**src/rtl/sa_blkbox_pkg.sv**
```systemverilog
// Shared constants for the sa_blkbox skid buffer: state encoding and default payload width.
// The state register doubles as the occupancy count, so the encodings are the counts 0..2.
package sa_blkbox_pkg;

  localparam int unsigned SA_BLKBOX_DW = 32;

  localparam logic [1:0] SKID_EMPTY = 2'd0;
  localparam logic [1:0] SKID_ONE   = 2'd1;
  localparam logic [1:0] SKID_FULL  = 2'd2;

  // Output flags are registered from the next state, so these decode the value being loaded.
  function automatic logic skid_has_data(input logic [1:0] state);
    return state != SKID_EMPTY;
  endfunction

  function automatic logic skid_has_room(input logic [1:0] state);
    return state != SKID_FULL;
  endfunction

endpackage

```
**src/rtl/sa_blkbox_pd_reg.sv**
```systemverilog
// Enabled payload register with asynchronous reset to a fixed payload value.
// It loads only when enabled, so X on an unaccepted input never reaches the stored payload.
module sa_blkbox_pd_reg
  import sa_blkbox_pkg::*;
#(
  parameter int unsigned   DW       = SA_BLKBOX_DW,
  parameter logic [DW-1:0] RESET_PD = '0
) (
  input  logic          clk,
  input  logic          rst_n,
  input  logic          en,
  input  logic [DW-1:0] d,
  output logic [DW-1:0] q
);

  // NOTE: sequential state uses non-blocking (<=) so all flops sample pre-edge values together.
  always_ff @(posedge clk or negedge rst_n) begin
    if (!rst_n) begin
      q <= RESET_PD;
    end else if (en) begin
      q <= d;
    end
  end

endmodule

```
**src/rtl/sa_blkbox_skid_buffer.sv**
```systemverilog
// Two-entry registered valid/ready stage: main register drives out_pd, skid register catches
// the beat that arrives while downstream stalls. Every output is driven straight from a flop.
module sa_blkbox_skid_buffer
  import sa_blkbox_pkg::*;
#(
  parameter int unsigned   DW       = SA_BLKBOX_DW,
  parameter logic [DW-1:0] RESET_PD = '0
) (
  input  logic          sa_core_clk,
  input  logic          sa_core_rstn,
  input  logic          in_vld,
  output logic          in_rdy,
  input  logic [DW-1:0] in_pd,
  output logic          out_vld,
  input  logic          out_rdy,
  output logic [DW-1:0] out_pd,
  output logic [1:0]    occ
);

  logic [1:0]    state_q;
  logic [1:0]    state_d;
  logic          out_vld_q;
  logic          in_rdy_q;
  logic          in_acc;
  logic          out_acc;
  logic          main_en;
  logic          skid_en;
  logic          main_from_skid;
  logic [DW-1:0] main_d;
  logic [DW-1:0] skid_pd;

  assign in_acc  = in_vld  & in_rdy_q;
  assign out_acc = out_vld_q & out_rdy;

  // NOTE: every signal assigned here gets a default first, so no path can infer a latch.
  always_comb begin
    state_d        = state_q;
    main_en        = 1'b0;
    skid_en        = 1'b0;
    main_from_skid = 1'b0;
    case (state_q)
      SKID_EMPTY: begin
        if (in_acc) begin
          state_d = SKID_ONE;
          main_en = 1'b1;
        end
      end
      SKID_ONE: begin
        if (in_acc && out_acc) begin
          main_en = 1'b1;
        end else if (in_acc) begin
          state_d = SKID_FULL;
          skid_en = 1'b1;
        end else if (out_acc) begin
          state_d = SKID_EMPTY;
        end
      end
      SKID_FULL: begin
        // in_rdy is low here, so only the drain into main can happen; the skid beat is never bypassed.
        if (out_acc) begin
          state_d        = SKID_ONE;
          main_en        = 1'b1;
          main_from_skid = 1'b1;
        end
      end
      default: state_d = SKID_EMPTY;
    endcase
  end

  assign main_d = main_from_skid ? skid_pd : in_pd;

  always_ff @(posedge sa_core_clk or negedge sa_core_rstn) begin
    if (!sa_core_rstn) begin
      state_q   <= SKID_EMPTY;
      out_vld_q <= 1'b0;
      in_rdy_q  <= 1'b1;
    end else begin
      state_q   <= state_d;
      out_vld_q <= skid_has_data(state_d);
      in_rdy_q  <= skid_has_room(state_d);
    end
  end

  sa_blkbox_pd_reg #(.DW(DW), .RESET_PD(RESET_PD)) u_main_reg (
    .clk   (sa_core_clk),
    .rst_n (sa_core_rstn),
    .en    (main_en),
    .d     (main_d),
    .q     (out_pd)
  );

  sa_blkbox_pd_reg #(.DW(DW), .RESET_PD(RESET_PD)) u_skid_reg (
    .clk   (sa_core_clk),
    .rst_n (sa_core_rstn),
    .en    (skid_en),
    .d     (in_pd),
    .q     (skid_pd)
  );

  assign out_vld = out_vld_q;
  assign in_rdy  = in_rdy_q;
  assign occ     = state_q;

endmodule

```
**config.mk**
```make
export PLATFORM = sky130hd
export DESIGN_NAME = sa_blkbox_skid_buffer
export DESIGN_NICKNAME = d
export VERILOG_FILES = /design/src/rtl/sa_blkbox_pkg.sv /design/src/rtl/sa_blkbox_pd_reg.sv /design/src/rtl/sa_blkbox_skid_buffer.sv
export SDC_FILE = /design/constraint.sdc
export NUM_CORES = 1
export LEC_CHECK = 0
export ABC_CLOCK_PERIOD_IN_PS = 1800
export BUFFER_PORTS_ARGS = -buffer_cell sky130_fd_sc_hd__buf_4
export CAP_MARGIN = 20
export CORE_ASPECT_RATIO = 1.25
export CORE_MARGIN = 4
export CORE_UTILIZATION = 48
export DETAILED_ROUTE_END_ITERATION = 8
export HOLD_SLACK_MARGIN = 0.15
export PLACE_DENSITY_LB_ADDON = 0.2
export SETUP_SLACK_MARGIN = 0.05
export SYNTH_ARGS = -nofsm -noshare
export SYNTH_HDL_FRONTEND = slang
export SYNTH_SLANG_ARGS = --single-unit
```
**constraint.sdc**
```tcl
create_clock -name sa_core_clk -period 1.8 [get_ports sa_core_clk]
set_clock_uncertainty 0.15 [all_clocks]
set_input_delay 0.18 -clock sa_core_clk [delete_from_list [all_inputs] [get_ports sa_core_clk]]
set_output_delay 0.18 -clock sa_core_clk [all_outputs]
set_load 0.05 [all_outputs]
```
After elaboration in Yosys (flattened, before gate mapping)
Index checks and enable logic that the tools add are counted.
- bits in registers: 68
- bits of input ports: 36
- equality and inequality tests: 3
- muxes and demuxes: 14
- bitwise gates (word level): 2
- reduce and logical (&&, ||, !) cells: 3
- operators with widths (kind ; number):
    $mux 32 ; 1
    $mux 2 ; 5
    $mux 1 ; 6
    $pmux 2 s3 ; 1
    $pmux 1 s3 ; 1
    $and 1x1->1 ; 2
    $eq 2x1->1 const B ; 1
    $eq 2x2->1 const B ; 1
    $logic_not 2->1 ; 1
    $ne 2x2->1 const B ; 1
    $reduce_bool 2->1 ; 1
    $logic_and 1x1->1 ; 1

Logic depth before layout (Yosys ltp)
- depth in word-level cells: 6
- gate-level depth with buffers: 5

By module
From an unflattened synthesis, not the netlist that was laid out.
- cells, all modules: 188
- area total of the unflattened synthesis: 3389.5 um^2
- by module, submodules not included (module ; times used ; cells each ; area each (um^2) ; seq. area each (um^2)):
    sa_blkbox_pd_reg ; 2 ; 68 ; 1345.0 ; 800.8
    sa_blkbox_skid_buffer ; 1 ; 52 ; 699.4 ; 101.3

Worst setup path after synthesis
Ideal clock, no wire load.
- kind: register to register
- from: register state_q[0] (netlist: occ[0])
- to: register u_skid_reg.q[10]
- setup time: 125 ps
- data arrival time: 1879 ps
- required time: 1525 ps
- slack: -354 ps
- cell stages (with the launch flop): 6
- buffers on the path: 2
- period minus slack after synthesis: 2154 ps
- path through: dfrtp_1 a21boi_2 or3b_1 buf_6 buf_6 mux2_4
- cells in the longest elaborated chain, start to end: 2
- ends and longest elaborated chain (element ; line ; text):
    start: declaration ; sa_blkbox_skid_buffer.sv:20 ; logic [1:0] state_q;
    start signal: assignment ; sa_blkbox_skid_buffer.sv:78 ; state_q <= state_d;
    $eq 2x1->1 ; sa_blkbox_skid_buffer.sv:41 ; case (state_q)
    $mux 1 ; sa_blkbox_skid_buffer.sv:41 ;
    end signal: assignment ; sa_blkbox_pd_reg.sv:19 ; q <= RESET_PD;
    end signal: assignment ; sa_blkbox_pd_reg.sv:21 ; q <= d;
    end: declaration ; sa_blkbox_pd_reg.sv:13 ; output logic [DW-1:0] q
No other way between the ends.
A chain may end at the register's enable or synchronous reset.

Worst setup path in the final report
- from: register in_rdy_q (netlist: in_rdy)
- to: register u_main_reg.q[0]
- cells in the longest elaborated chain, start to end: 4
- ends and longest elaborated chain (element ; line ; text):
    start: declaration ; sa_blkbox_skid_buffer.sv:23 ; logic in_rdy_q;
    start signal: assignment ; sa_blkbox_skid_buffer.sv:80 ; in_rdy_q <= skid_has_room(state_d);
    $and 1x1->1 * ; sa_blkbox_skid_buffer.sv:32 ; assign in_acc = in_vld & in_rdy_q;
    $logic_and 1x1->1 ; sa_blkbox_skid_buffer.sv:49 ; if (in_acc && out_acc) begin
    $mux 1 ; sa_blkbox_skid_buffer.sv:49 ;
    $pmux 1 s3 * ; sa_blkbox_skid_buffer.sv:41 ;
    end signal: assignment ; sa_blkbox_pd_reg.sv:19 ;
    end signal: assignment ; sa_blkbox_pd_reg.sv:21 ;
    end: declaration ; sa_blkbox_pd_reg.sv:13 ;
Mark *: on every way between the ends. The rest lies on a longest branch, timed or not.

==> run_results.csv <==
group,metric,value,unit
outcome,status,"finished with violations",
outcome,violations,"setup timing",
floorplanning,ios,72,
pwr,p_leak,2.223,nW
drt,antenna_left,0,
sta,fin_crit_sh,102.6,%
final_layout,nNetsFinal,355,
global_route,grt_max_degree,38,
clocking,root_buffer,"clkbuf_8",
floorplanning,die_y,97.33,um
pwr,internal_power,0.005647,W
sta,fin_crit,1.846,ns
clocking,cts_inserted_buffers,9,
pwr,netSwitchingFraction,38.26,%
clocking,ctsLongestPathBuffers,2,
floorplanning,rows,32,
sta,rsz0062_at_grt,"yes",
floorplanning,die_area,7734,um2
critical_path,cp.required,1.87,ns
pwr,power.density,1974,nW/um2
yosys,ys_types,17,
critical_path,crit_path_max_fanout,11,
sta,slew_headroom,70.96,%
critical_path,end_kind,"flop",
clocking,clkTransAtPathRegs,0.07,ns
pwr,switchingPower,0.003500,W
job,max_cap_violations,0,
drt,drt_pass1_iterations,4,
floorplanning,start_util,49.38,%
critical_path,cp-start-kind,"flop",
placed_design,gp_congestion,0.7049,
placed_design,detailed_place_hpwl,4176,um
yosys,yosys-top-cells-area,"dfrtp_1 55%, mux2_2 25%, mux2_4 14%, buf_6 1.5%, buf_2 0.98%",
floorplanning,coreArea,6206,um2
pwr,seqPwrFrac,30.3,%
final_layout,fillers,394,
global_route,antenna_found_initial,0,
sta,slew_viol_final,0,
pwr,vdd.ir_drop.worst,1397,uV
drt,first_iter_violations,78,
global_route,grt_pass1_wl,10900,um
drt,drcViolationCount,0,
pwr,p_total,0.009147,W
yosys,netlist.area_leader.share,54.72,%
worst_hold_path,hold_class,"in2async",
yosys,yosysTopAreaCell,"dfrtp_1",
critical_path,crit_slowest_cell,"dfstp_2",
yosys,netlist_instances,187,
critical_path,crit_chain,"nand2_2, buf_6, o31ai_4, buf_4, buf_16, mux2_2",
final_layout,drive_above_1_share,66.67,%
sta,whs,0.1807,ns
clocking,clock_latency,0.34,ns
clocking,cts_max_level,3,
yosys,syn_area_per_cell,16.39,um2
global_route,grtUsageTotal,18.44,%
critical_path,arrival,1.92,ns
global_route,overflow,0,
yosys,yosys_warnings,0,
final_layout,syn2layout_area_growth,51.25,%
final_layout,layout.cells.non_filler,409,
placed_design,placed_cells,350,
sta,clock.fmax,0.5416,GHz
drt,post_drt_wl_per_cell,16.09,um
clocking,cts.sinks,68,
critical_path,critPathMaxStageDelay,0.54,ns
floorplanning,die_w,79.47,um
final_layout,num_antenna_cells,0,
critical_path,critical_path_class,"reg2reg",
sta,hold_viol,0,
drt,wirelength,6579,um
sta,finalSetupViolCount,28,
final_layout,layout_commonest_cell,"buf_4",
yosys,netlist_area,3064,um2
yosys,ys_ff_latch,68,
clocking,cts_tree,"yes",
yosys,syn_nets,223,
placed_design,io_buffers,71,
yosys,yosysSeqAreaShare,55.57,%
drt,viasPerCell,4.875,
sta,tightest_slew,0.4356,ns
pwr,clkPwrFrac,15.4,%
global_route,grt_pass1_vias,2202,
final_layout,mostFrequentLayoutCells,"81 x buf_4, 64 x dfrtp_1, 54 x mux2_2, 42 x mux2_4, 35 x dlygate4sd3_1",
sta,final_critical_path_setup_slack,-0.04627,ns
drt,vias,1994,
pwr,power.share.combinational,54.3,%
placed_design,place_ws,-0.09228,ns
==> layout make-up <==
type                       count  area [um2]  area share [%]
clock buffer                  12       155.1           3.348
clock inverter                 4       72.57           1.566
multi-input combinational    109        1369           29.54
sequential                    68        1707           36.83
tap                           85       106.4           2.295
timing repair buffer         131        1225           26.43
==> worst paths after layout <==
check / depth (start not counted) / from / end / slack [ns]
min in group sa_core_clk: 5 / out_rdy / out_vld / 0.21
max reg2reg: 6 / in_rdy / u_main_reg.q[0] / -0.05
min: 2 / sa_core_rstn / u_main_reg.q[26] / 0.18
max: 6 / in_rdy / u_main_reg.q[0] / -0.05
min reg2reg: 1 / u_main_reg.q[21] / u_main_reg.q[21] / 0.36
max in group asynchronous: 3 / sa_core_rstn / u_skid_reg.q[7] / 0.77
==> through the flow <==
stage	TNS, ns	utilization, %	instance area (um2)
5_1_grt	-3.479	74.68	4634
3_5_place_dp	-3.480	61.37	3809
6_report	-0.7887	74.68	4634
2_1_floorplan	-11.95	-	3078
4_1_cts	-0.5845	74.27	4609
3_3_place_gp	-2.641	61.37	3809
==> cells in the mapped netlist, drive strengths merged <==
cell    instances
mux2           96
dfrtp          67
buf            10
o21ai           3
a21boi          1
a21oi           1
and2            1
dfstp           1
nand2           1
nand2b          1
nand4b          1
o21a            1
o31ai           1
or3b            1
xor2            1
==> cell families after synthesis <==
logic type | count (synthesis) | share of synthesized area (%)
AOI/OAI and AO/OA | 7 | 1.674
xor gates and xnor gates | 1 | 0.2859
and+or+nand+nor | 5 | 1.307
buffers and inverters | 10 | 2.450
muxes | 96 | 38.71
DFF | 68 | 55.57
==> sequential cells by signal (all words and copies together), names as in the netlist <==
register	cells
in_rdy	1
u_skid_reg.q	32
occ	2
out_vld	1
u_main_reg.q	32
==> metal layers <==
layer / global-route usage [%] / part of all wire [%]
met1: 22.45 / 41
met2: 31.19 / 53
met3: 3.247 / 3.5
met4: 8.598 / 2.2
met5: 0 / 0
==> timing repair <==
item                       in CTS  in global routing
pin swaps                       1                  0
setup buffers                   5                  0
gates resized for setup        34                  0
cloned                          2                  1
setup endpoints to repair      64                 64
hold buffers                   35                  0
hold endpoints to repair      135                  0
==> critical path, delay by kind of cell (launching register included) <==
family / cells / cell delay, ns
and+or+nand+nor: 1 / 0.06
AOI/OAI and AO/OA: 1 / 0.21
DFF: 1 / 0.54
buffers and inverters: 3 / 0.43
muxes: 1 / 0.33
==> power by group through the flow <==
stage          registers (W)  clock network, W  logic (W)
3_5_place_dp         0.00278                 0    0.00434
6_report             0.00277           0.00141    0.00497
3_3_place_gp         0.00275                 0    0.00428
2_1_floorplan        0.00416                 0    0.00168
5_1_grt              0.00287           0.00152    0.00520
4_1_cts              0.00277           0.00145    0.00495
Note: power is estimated with default switching activity, not from simulation.
